--- config.mk ---
export PLATFORM = sky130hd
export DESIGN_NAME = float_norm_pack
export DESIGN_NICKNAME = d
export VERILOG_FILES = /design/src/rtl/float_norm_pack.sv
export SDC_FILE = /design/constraint.sdc
export NUM_CORES = 1
export LEC_CHECK = 0
export ABC_AREA = 1
export CORE_MARGIN = 2
export CORE_UTILIZATION = 34
export CTS_CLUSTER_DIAMETER = 60
export DETAILED_ROUTE_END_ITERATION = 10
export GPL_ROUTABILITY_DRIVEN = 1
export PLACE_DENSITY = 0.64
export SLEW_MARGIN = 40
export SYNTH_ARGS = -nofsm -noshare
export SYNTH_HDL_FRONTEND = slang
export SYNTH_SLANG_ARGS = --single-unit
--- constraint.sdc ---
create_clock -name clk -period 5.7 [get_ports clk]
set_input_delay 1.71 -clock clk [delete_from_list [all_inputs] [get_ports clk]]
set_output_delay 1.71 -clock clk [all_outputs]
set_load 0.02 [all_outputs]
--- src/rtl/float_norm_pack.sv ---
// Post-add normalizer: renormalizes the raw mantissa sum, adjusts the exponent, packs IEEE-754.
// Define FLOAT_NORM_LZC_EN for a single-cycle leading-zero-count shifter instead of the iterative one.
module float_norm_pack #(
    parameter int unsigned EXP_W = 8,
    parameter int unsigned MAN_W = 23
) (
    input  logic                     clk,
    input  logic                     rst,
    input  logic                     in_valid,
    output logic                     in_ready,
    input  logic                     in_sign,
    input  logic [EXP_W-1:0]         in_exp,
    input  logic [MAN_W+1:0]         in_mant,
    output logic                     out_valid,
    input  logic                     out_ready,
    output logic [EXP_W+MAN_W:0]     out_num,
    output logic                     out_ovf,
    output logic                     out_unf
);

    localparam int unsigned NUM_W = 1 + EXP_W + MAN_W;
    localparam int unsigned MW    = MAN_W + 2;

    typedef enum logic [1:0] {IDLE, NORM, DONE} state_t;

    state_t             state, state_next;
    logic               sgn_q;
    logic [EXP_W-1:0]   exp_q;
    logic [MW-1:0]      mant_q;

    logic               accept;
    logic               norm_done;
    logic [EXP_W-1:0]   exp_inc;
    logic [EXP_W-1:0]   shift_exp;
    logic [MW-1:0]      shift_mant;
    logic [NUM_W-1:0]   res_num;
    logic               res_ovf;
    logic               res_unf;

`ifdef FLOAT_NORM_LZC_EN
    localparam int unsigned LZ_W = $clog2(MAN_W + 1);
    logic [LZ_W-1:0]    lz;
    logic [MAN_W-1:0]   mant_sh;

    // Leading zeros below the carry bit; the highest set bit wins
    always_comb begin
        lz = '0;
        for (int i = 0; i <= int'(MAN_W); i++) begin
            if (mant_q[i]) lz = LZ_W'(int'(MAN_W) - i);
        end
        mant_sh = MAN_W'(mant_q << lz);
    end
`endif

    assign in_ready = (state == IDLE) && !rst;
    assign accept   = in_valid && in_ready;
    assign exp_inc  = exp_q + EXP_W'(1);

    // State register
    always_ff @(posedge clk or posedge rst) begin
        if (rst) state <= IDLE;
        else     state <= state_next;
    end

    // Next-state logic
    always_comb begin
        state_next = state;
        case (state)
            IDLE:    if (accept)    state_next = NORM;
            NORM:    if (norm_done) state_next = DONE;
            DONE:    if (out_ready) state_next = IDLE;
            default:                state_next = IDLE;
        endcase
    end

    // Normalization step, evaluated in priority order while in NORM
    always_comb begin
        norm_done  = 1'b0;
        res_num    = '0;
        res_ovf    = 1'b0;
        res_unf    = 1'b0;
        shift_exp  = exp_q;
        shift_mant = mant_q;
        if (mant_q == '0) begin
            norm_done = 1'b1;
        end else if (mant_q[MAN_W+1]) begin
            norm_done = 1'b1;
            if (exp_inc == '1) begin
                res_num = {sgn_q, {EXP_W{1'b1}}, {MAN_W{1'b0}}};
                res_ovf = 1'b1;
            end else begin
                res_num = {sgn_q, exp_inc, mant_q[MAN_W:1]};
            end
        end else if (mant_q[MAN_W]) begin
            norm_done = 1'b1;
            res_num   = {sgn_q, exp_q, mant_q[MAN_W-1:0]};
        end else begin
`ifdef FLOAT_NORM_LZC_EN
            // Flushing happens exactly when the exponent would reach 1 before the hidden bit is set
            norm_done = 1'b1;
            if (32'(exp_q) <= 32'(lz)) begin
                res_num = {sgn_q, {(NUM_W-1){1'b0}}};
                res_unf = 1'b1;
            end else begin
                res_num = {sgn_q, exp_q - EXP_W'(lz), mant_sh};
            end
`else
            if (exp_q <= EXP_W'(1)) begin
                norm_done = 1'b1;
                res_num   = {sgn_q, {(NUM_W-1){1'b0}}};
                res_unf   = 1'b1;
            end else begin
                shift_mant = mant_q << 1;
                shift_exp  = exp_q - EXP_W'(1);
            end
`endif
        end
    end

    // Operand and result registers
    always_ff @(posedge clk or posedge rst) begin
        if (rst) begin
            sgn_q     <= 1'b0;
            exp_q     <= '0;
            mant_q    <= '0;
            out_valid <= 1'b0;
            out_num   <= '0;
            out_ovf   <= 1'b0;
            out_unf   <= 1'b0;
        end else begin
            out_valid <= (state_next == DONE);
            if (accept) begin
                sgn_q   <= in_sign;
                exp_q   <= in_exp;
                mant_q  <= in_mant;
                out_ovf <= 1'b0;
                out_unf <= 1'b0;
            end
            if (state == NORM) begin
                exp_q  <= shift_exp;
                mant_q <= shift_mant;
                if (norm_done) begin
                    out_num <= res_num;
                    out_ovf <= res_ovf;
                    out_unf <= res_unf;
                end
            end
        end
    end

endmodule

==> flow_summary.yaml <==
route:
  routed_wirelength_mm: 10.7
  route.detailed.wl_per_inst_um: 13.2
  antenna_violating_nets_post_route: 0
  route.detailed.vias_per_inst: 4.88
  routed-via-count: 3944
  drt_iter0_markers: 333
  1st_pass_router_iterations: 5
  drcViolationCount: 0
critical_path:
  critPathArrivalTime_ns: 3.00
  critical_path_required_ns: 3.99
  regToRegSetupSlack_ns: 2.81
  critical_path.reg2reg.endpoint: "mant_q[16]"
  timing.setup.critical_path_class: "in2out"
  regToRegStartpoint: "state[0]"
  rr_worst_depth: 8
  worst_setup_path_start_kind: "input pin"
  worst-path-max-fanout: 2
  setup.worst_path.end_class: "output pin"
timing:
  final.setup_skew_ns: 0.00729
  achievable-frequency_ghz: 0.213
  setup_total_negative_slack_ns: 0
  final.hold.worst_slack_ns: 0.470
  drv_slew: 0
  max-slew-margin-rel_pct: 49.7
  rsz_0062_raised_after_global_routing: "false"
  post-route-min-period_ns: 4.71
  worstMarginPinSlew_ns: 0.753
  hold_violation_total_from_the_final_report: 0
  final_setup_violation_count: 0
  period_share_pct: 82.5
cts:
  post_cts_setup_buffer_count: 0
  htreeDepth: 3
  post_cts.resized_instances: 0
  clock-sinks: 71
  numCtsBuffers: 9
  clk_pin_slew_ns: 0.05
  tritoncts: "yes"
  clockRootBuffer: "clkbuf_16"
  clock_latency_ns: 0.33
  clk_path_buf_depth: 2
  holdBufCountCts: 0
yosys:
  synth_nets: 644
  syn-instance-count: 602
  synth_seq_cells: 71
  synth.cell_area_um2: 4150
  synthFlopType: "dfrtp_1"
  per_instance_average_area_after_synthesis_um2: 6.89
  async_reset_ff_share_pct: 100
  ys_warn_count: 0
  synth_edf_count: 0
  ys_seq_area_share_pct: 42.9
  synth.lib_cells_used.distinct: 27
die:
  fp.dieArea_um2: 13100
  initial_core_util_pct: 34.7
  io-pin-count: 74
  dieWidth_um: 114
  rows: 40
  core_um2: 12000
  die-height_um: 114
placement:
  routabilityCongestion: 0.919
  io_buffers: 73
  post_dp_cell_area_um2: 4890
  dp.final_hpwl_mm: 7.55
power_and_ir_drop:
  static-leakage-power_nw: 2.61
  power-per-cell-area_nw_per_um2: 529
  ir_worst_vdd_v: 0.000198
  totalPowerFinal_mw: 2.74
worst_hold_path:
  hp-class: "reg2reg"
  hold_path_end: "mant_q[9]"
  worstHoldStart: "mant_q[9]"
  timing.hold.worst_path_depth: 2
outcome:
  run_status: "finished clean"
finish:
  post_route_cell_area_um2: 5170
  fillers: 1217
  area_delta_synth_final_pct: 24.8
  final_net_count: 699
  final_layout_size_suffix_gt1_share_pct: 6.19
  final_core_utilization_pct: 43.2
  ant_cells: 0
global_routing:
  grt_first_pass_wirelength_mm: 18.2
  grt.busiest_layer: "met1"
  grt.overflow.total: 0
  grt_antenna_before_repair: 0
  globalRouteMet1Util_pct: 25.7
  grt_util_all_layers_pct: 17.3
  grt_pass1_vias: 3728
  grtUsageMet2_pct: 25.3
  global_route.usage.met3_pct: 2.75
  grt_start_max_net_pins: 68
job:
  cap_violations: 0
==> where the power goes <==
group / switching (mW) / total, mW / internal [mW] / leakage [nW]
registers: 0.172 / 0.879 / 0.707 / 0.910
clock network: 0.204 / 0.521 / 0.317 / 0.136
logic: 0.856 / 1.34 / 0.483 / 1.56
==> synthesized netlist by cell type, types with 2 or more instances <==
library cell / number / area, um^2
inv_2: 6 / 22.5
ha_1: 4 / 50.1
nand2_1: 240 / 901
o21ai_2: 4 / 35.0
o21ai_0: 42 / 210
nor2_1: 46 / 173
nand2_2: 5 / 31.3
nor2_2: 3 / 18.8
nand3_2: 3 / 30.0
buf_6: 6 / 67.6
buf_2: 11 / 55.1
buf_4: 4 / 30.0
a22oi_1: 2 / 15.0
o21ai_1: 6 / 30.0
nand3_1: 45 / 225
a21oi_1: 2 / 10.0
dfrtp_1: 71 / 1780
o22ai_1: 21 / 131
inv_1: 63 / 236
clkbuf_1: 9 / 33.8
nand4_1: 3 / 18.8
==> placed cells by master (no fill, tap or decap), types with 2 or more instances in the layout <==
master           instances
a22oi_1                  2
nand3_1                 45
clkbuf_8                 2
nor2_1                  46
clkdlybuf4s50_1         73
ha_1                     4
nand2_2                  4
inv_1                   62
nand4_1                  3
nand2_1                240
a21oi_1                  2
o22ai_1                 21
inv_2                    6
nand3_2                  3
nor2_2                   3
clkbuf_16                9
clkinv_2                 2
o21ai_0                 42
clkbuf_1                 2
dfrtp_1                 71
o21ai_1                  6
buf_4                    3
o21ai_2                  4
==> flip-flops by register name (all words and copies together), names as in the netlist <==
name       flops
out_num       32
sgn_q          1
out_unf        1
out_valid      1
out_ovf        1
exp_q          8
mant_q        25
state          2
==> layout make-up <==
class                   instances  area [um^2]  share of cell area (%)
clock buffers                  13          260                    5.03
clock inverters                 3         17.5                   0.339
inverters                      69          262                    5.06
multi-input cells             430         1920                    37.1
flip-flops and latches         71         1780                    34.3
well taps                     147          184                    3.56
repair buffers                 76          753                    14.6
==> critical path: stages <==
cell and delay [ns]:
clkdlybuf4s50_1 0.48, nor3_2 0.17, clkdlybuf4s50_1 0.63
==> per-stage QoR <==
stage          setup slack [ns]  std cells
6_report                  0.995        809
3_3_place_gp               1.07        793
3_5_place_dp              0.980        793
4_1_cts                   0.979        809
2_1_floorplan              1.98        602
5_1_grt                   0.957        809
==> cells by family (layout without fill, tap and decap cells) <==
family / count (synthesis) / after routing / synth area share, %
multiplexers: 1 / 1 / 0.272
AND/OR/NAND/NOR: 347 / 347 / 34.1
XOR/XNOR: 1 / 1 / 0.211
buffers and inverters: 101 / 161 / 11.0
AO/OA/AOI/OAI: 77 / 77 / 10.4
flip-flops: 71 / 71 / 42.9
adder cells (fa/ha/maj): 4 / 4 / 1.21
==> worst max path at each step <==
stage               from  endpoint  slack, ns  cells past startpoint
finish               rst  in_ready       0.99                      3
global route         rst  in_ready       0.96                      3
CTS                  rst  in_ready       0.98                      3
detailed placement   rst  in_ready       0.98                      3
global placement     rst  in_ready       1.07                      3
floorplan            rst  in_ready       1.98                      1
==> per-layer routing <==
| layer | up-vias | share of wire (%) | wire (um) |
|---|---|---|---|
| met5 | - | 0 | 0 |
| met3 | 13 | 4.5 | 482 |
| met4 | 0 | 1.6 | 174 |
| met2 | 102 | 43 | 4570 |
| li1 | 1995 | - | - |
| met1 | 1834 | 51 | 5460 |
Power figures use the tool's default switching activity.
==> edit (config.mk and constraints unchanged) <==
Reset style: synchronous (`rst`), changed in 2 clocked blocks.
--- a/src/rtl/float_norm_pack.sv
+++ b/src/rtl/float_norm_pack.sv
@@ -58,5 +58,5 @@
 
     // State register
-    always_ff @(posedge clk or posedge rst) begin
+    always_ff @(posedge clk) begin
         if (rst) state <= IDLE;
         else     state <= state_next;
@@ -119,5 +119,5 @@
 
     // Operand and result registers
-    always_ff @(posedge clk or posedge rst) begin
+    always_ff @(posedge clk) begin
         if (rst) begin
             sgn_q     <= 1'b0;
Behaviour: differs if rst is asserted again (counterexample within 4 cycles, from zero or initial values and one cycle with rst high); with rst held inactive, the same outputs for 10 cycles.
==> edit against the unedited design <==
  * Critical path depth is the same
  * Synthesized area is 0.91% higher
  * Design area rose by 0.63%
  * Sequential cell count unchanged
  * Setup slack gained 29 ps
  * Final cell count rose by 6.8%
  * Routed wire length grew 7.9%
  * Worst hold slack lost 7.2 ps
  * Critical endpoint unchanged
  * Highest routed layer unchanged
Power is not compared: it rests on default switching activity, and its combinational part moved more than twofold at a synthesized area within 25%.
==> edit: results (changes against the unedited design) <==
Synthesis
  • Count of distinct cell types in the synthesized netlist: 36 (was 27)
  • Post-synth ARST share: 0% (was 100%)
  • Leading post-synthesis cells by instance count: sky130_fd_sc_hd__nand2_1, sky130_fd_sc_hd__nor2_1, sky130_fd_sc_hd__dfxtp_1 (was sky130_fd_sc_hd__nand2_1, sky130_fd_sc_hd__dfrtp_1, sky130_fd_sc_hd__inv_1)
  • Flip-flop cell with the highest count after synthesis: sky130_fd_sc_hd__dfxtp_1 (was sky130_fd_sc_hd__dfrtp_1)
  • Area contributors post-synth: sky130_fd_sc_hd__dfxtp_1, sky130_fd_sc_hd__nand2_1, sky130_fd_sc_hd__nor2_1 (was sky130_fd_sc_hd__dfrtp_1, sky130_fd_sc_hd__nand2_1, sky130_fd_sc_hd__inv_1)
  • Post-synthesis sequential area ratio: 34.0% (was 42.9%)
  • Yosys warns: 0 (unchanged)
  • Nets in the synthesized netlist: 707 (was 644)

Setup path
  • Signal arrival time at the worst endpoint: 2970 ps (was 3000 ps)
  • Maximum fanout along the worst path: 3 (was 2)

Pwr
  • Sw Pwr: 535 µW
  • Leak Pwr: 0.00221 µW
  • Share of total power in sequential cells: 38.5%
  • Max rail drop VDD: 0.000164 V
  • Clock network fraction of total power: 35.1%

Placement
  • DP HPWL: 8060 µm (was 7550 µm)
  • IO buf count: 73 (unchanged)
  • Post-detailed-placement cell area: 4910 µm² (was 4890 µm²)
  • Global placer's final weighted congestion: 0.933 (was 0.919)

Clock network
  • Setup Buffers After CTS: 0 (unchanged)
  • Worst-path clk slew: 50 ps (about the same)
  • Deepest level of the CTS H-tree: 3 (unchanged)
  • Post-CTS sizing: 0 (unchanged)
  • Number of buffers created by CTS: 9 (unchanged)
  • Clock buffer depth: 2 (unchanged)
  • Clock insertion delay at the later pin of the skew report: 330 ps (about the same)
  • Clock tree root driver cell: sky130_fd_sc_hd__clkbuf_16 (unchanged)

STA
  • Worst slew pin tran: 754 ps (was 753 ps)
  • Sum Neg Setup Slack: 0 ps (unchanged)
  • Maximum clock skew at final layout: 8.00 ps (was 7.29 ps)

Cells and area
  • Fraction of final layout cells with drive strength greater than 1: 6.00% (was 6.19%)
  • Ant. Diodes: 0 (unchanged)
  • Regs by FF count: out_num (32), mant_q (25), exp_q (8) (unchanged)
  • # nets final: 754 (was 699)

GRT
  • Initial antenna violation count: 0 (unchanged)
  • Wire length of the first global-routing pass: 19200 µm (was 18200 µm)
  • Number of global-route vias before repair: 3842 (was 3728)
  • Tot GR Track Use: 17.8% (was 17.3%)
  • Pin count of the biggest net entering global routing: 41 (was 68)

Route
  • Wire length per cell: 13.4 µm (was 13.2 µm)
  • Iteration count of the initial detailed-routing pass: 5 (unchanged)
  • Starting DRC count in detailed routing: 356 (was 333)
  • Vias: 4337 (was 3944)

Worst hold path
  • Hold WC Path Type: reg2reg (unchanged)

Status
  • Result of the run: completed (unchanged)
edit: path summary, 6_finish.rpt:
check	slack (ps)	end	startpoint	cells after the start
setup / recovery	1020	in_ready	rst	3
hold / removal	460	out_num[7]	out_num[7]	2
setup reg to reg	2990	out_num[26]	exp_q[0]	12
hold reg to reg	460	out_num[7]	out_num[7]	2
edit: kinds of logic (layout without fill, tap and decap cells):
kind of cell	count (synthesis)	in the layout	synth area share, %
AOI/OAI and AO/OA	77	77	9.54
xor gates and xnor gates	1	1	0.209
adders and majority gates	4	4	1.20
buffers and inverters	80	132	8.91
DFF	71	71	34.0
muxes	1	1	0.239
and+or+nand+nor	431	431	45.9
edit: final cells by class:
class / count / area, µm²
clock buffers: 12 / 246
well taps: 147 / 184
repair buffers: 77 / 761
flip-flops and latches: 71 / 1420
inverters: 39 / 154
multi-input cells: 514 / 2390
fillers: 1294 / 6810
clock inverters: 4 / 45.0
edit: worst max-delay path, cell delays in order:
cell and delay, ps:
sky130_fd_sc_hd__clkdlybuf4s50_1 440, sky130_fd_sc_hd__nor3_2 180, sky130_fd_sc_hd__clkdlybuf4s50_1 640
edit: metrics by stage:
| step | instances | total power, µW | hold WS [ps] | utilization, % | setup slack (ps) |
|---|---|---|---|---|---|
| finish | 864 | 1580 | 462 | 43.3 | 1020 |
| global route | 864 | 1670 | 491 | 43.3 | 978 |
| CTS | 864 | 1580 | 464 | 43.3 | 1020 |
| detailed placement | 848 | 1030 | 456 | 40.9 | 1020 |
| global placement | 848 | 1020 | 452 | 40.9 | 1050 |
| floorplan | 665 | 919 | 440 | - | 1950 |
edit: metal layers:
layer  GRT usage, %  vias to the layer above  part of all wire [%]
met1           26.4                     1939                    49
met2           26.2                      154                    43
met4           6.27                        0                  0.97
li1               -                     2234                     -
met3           2.79                       10                   7.1
met5              0                        -                     0
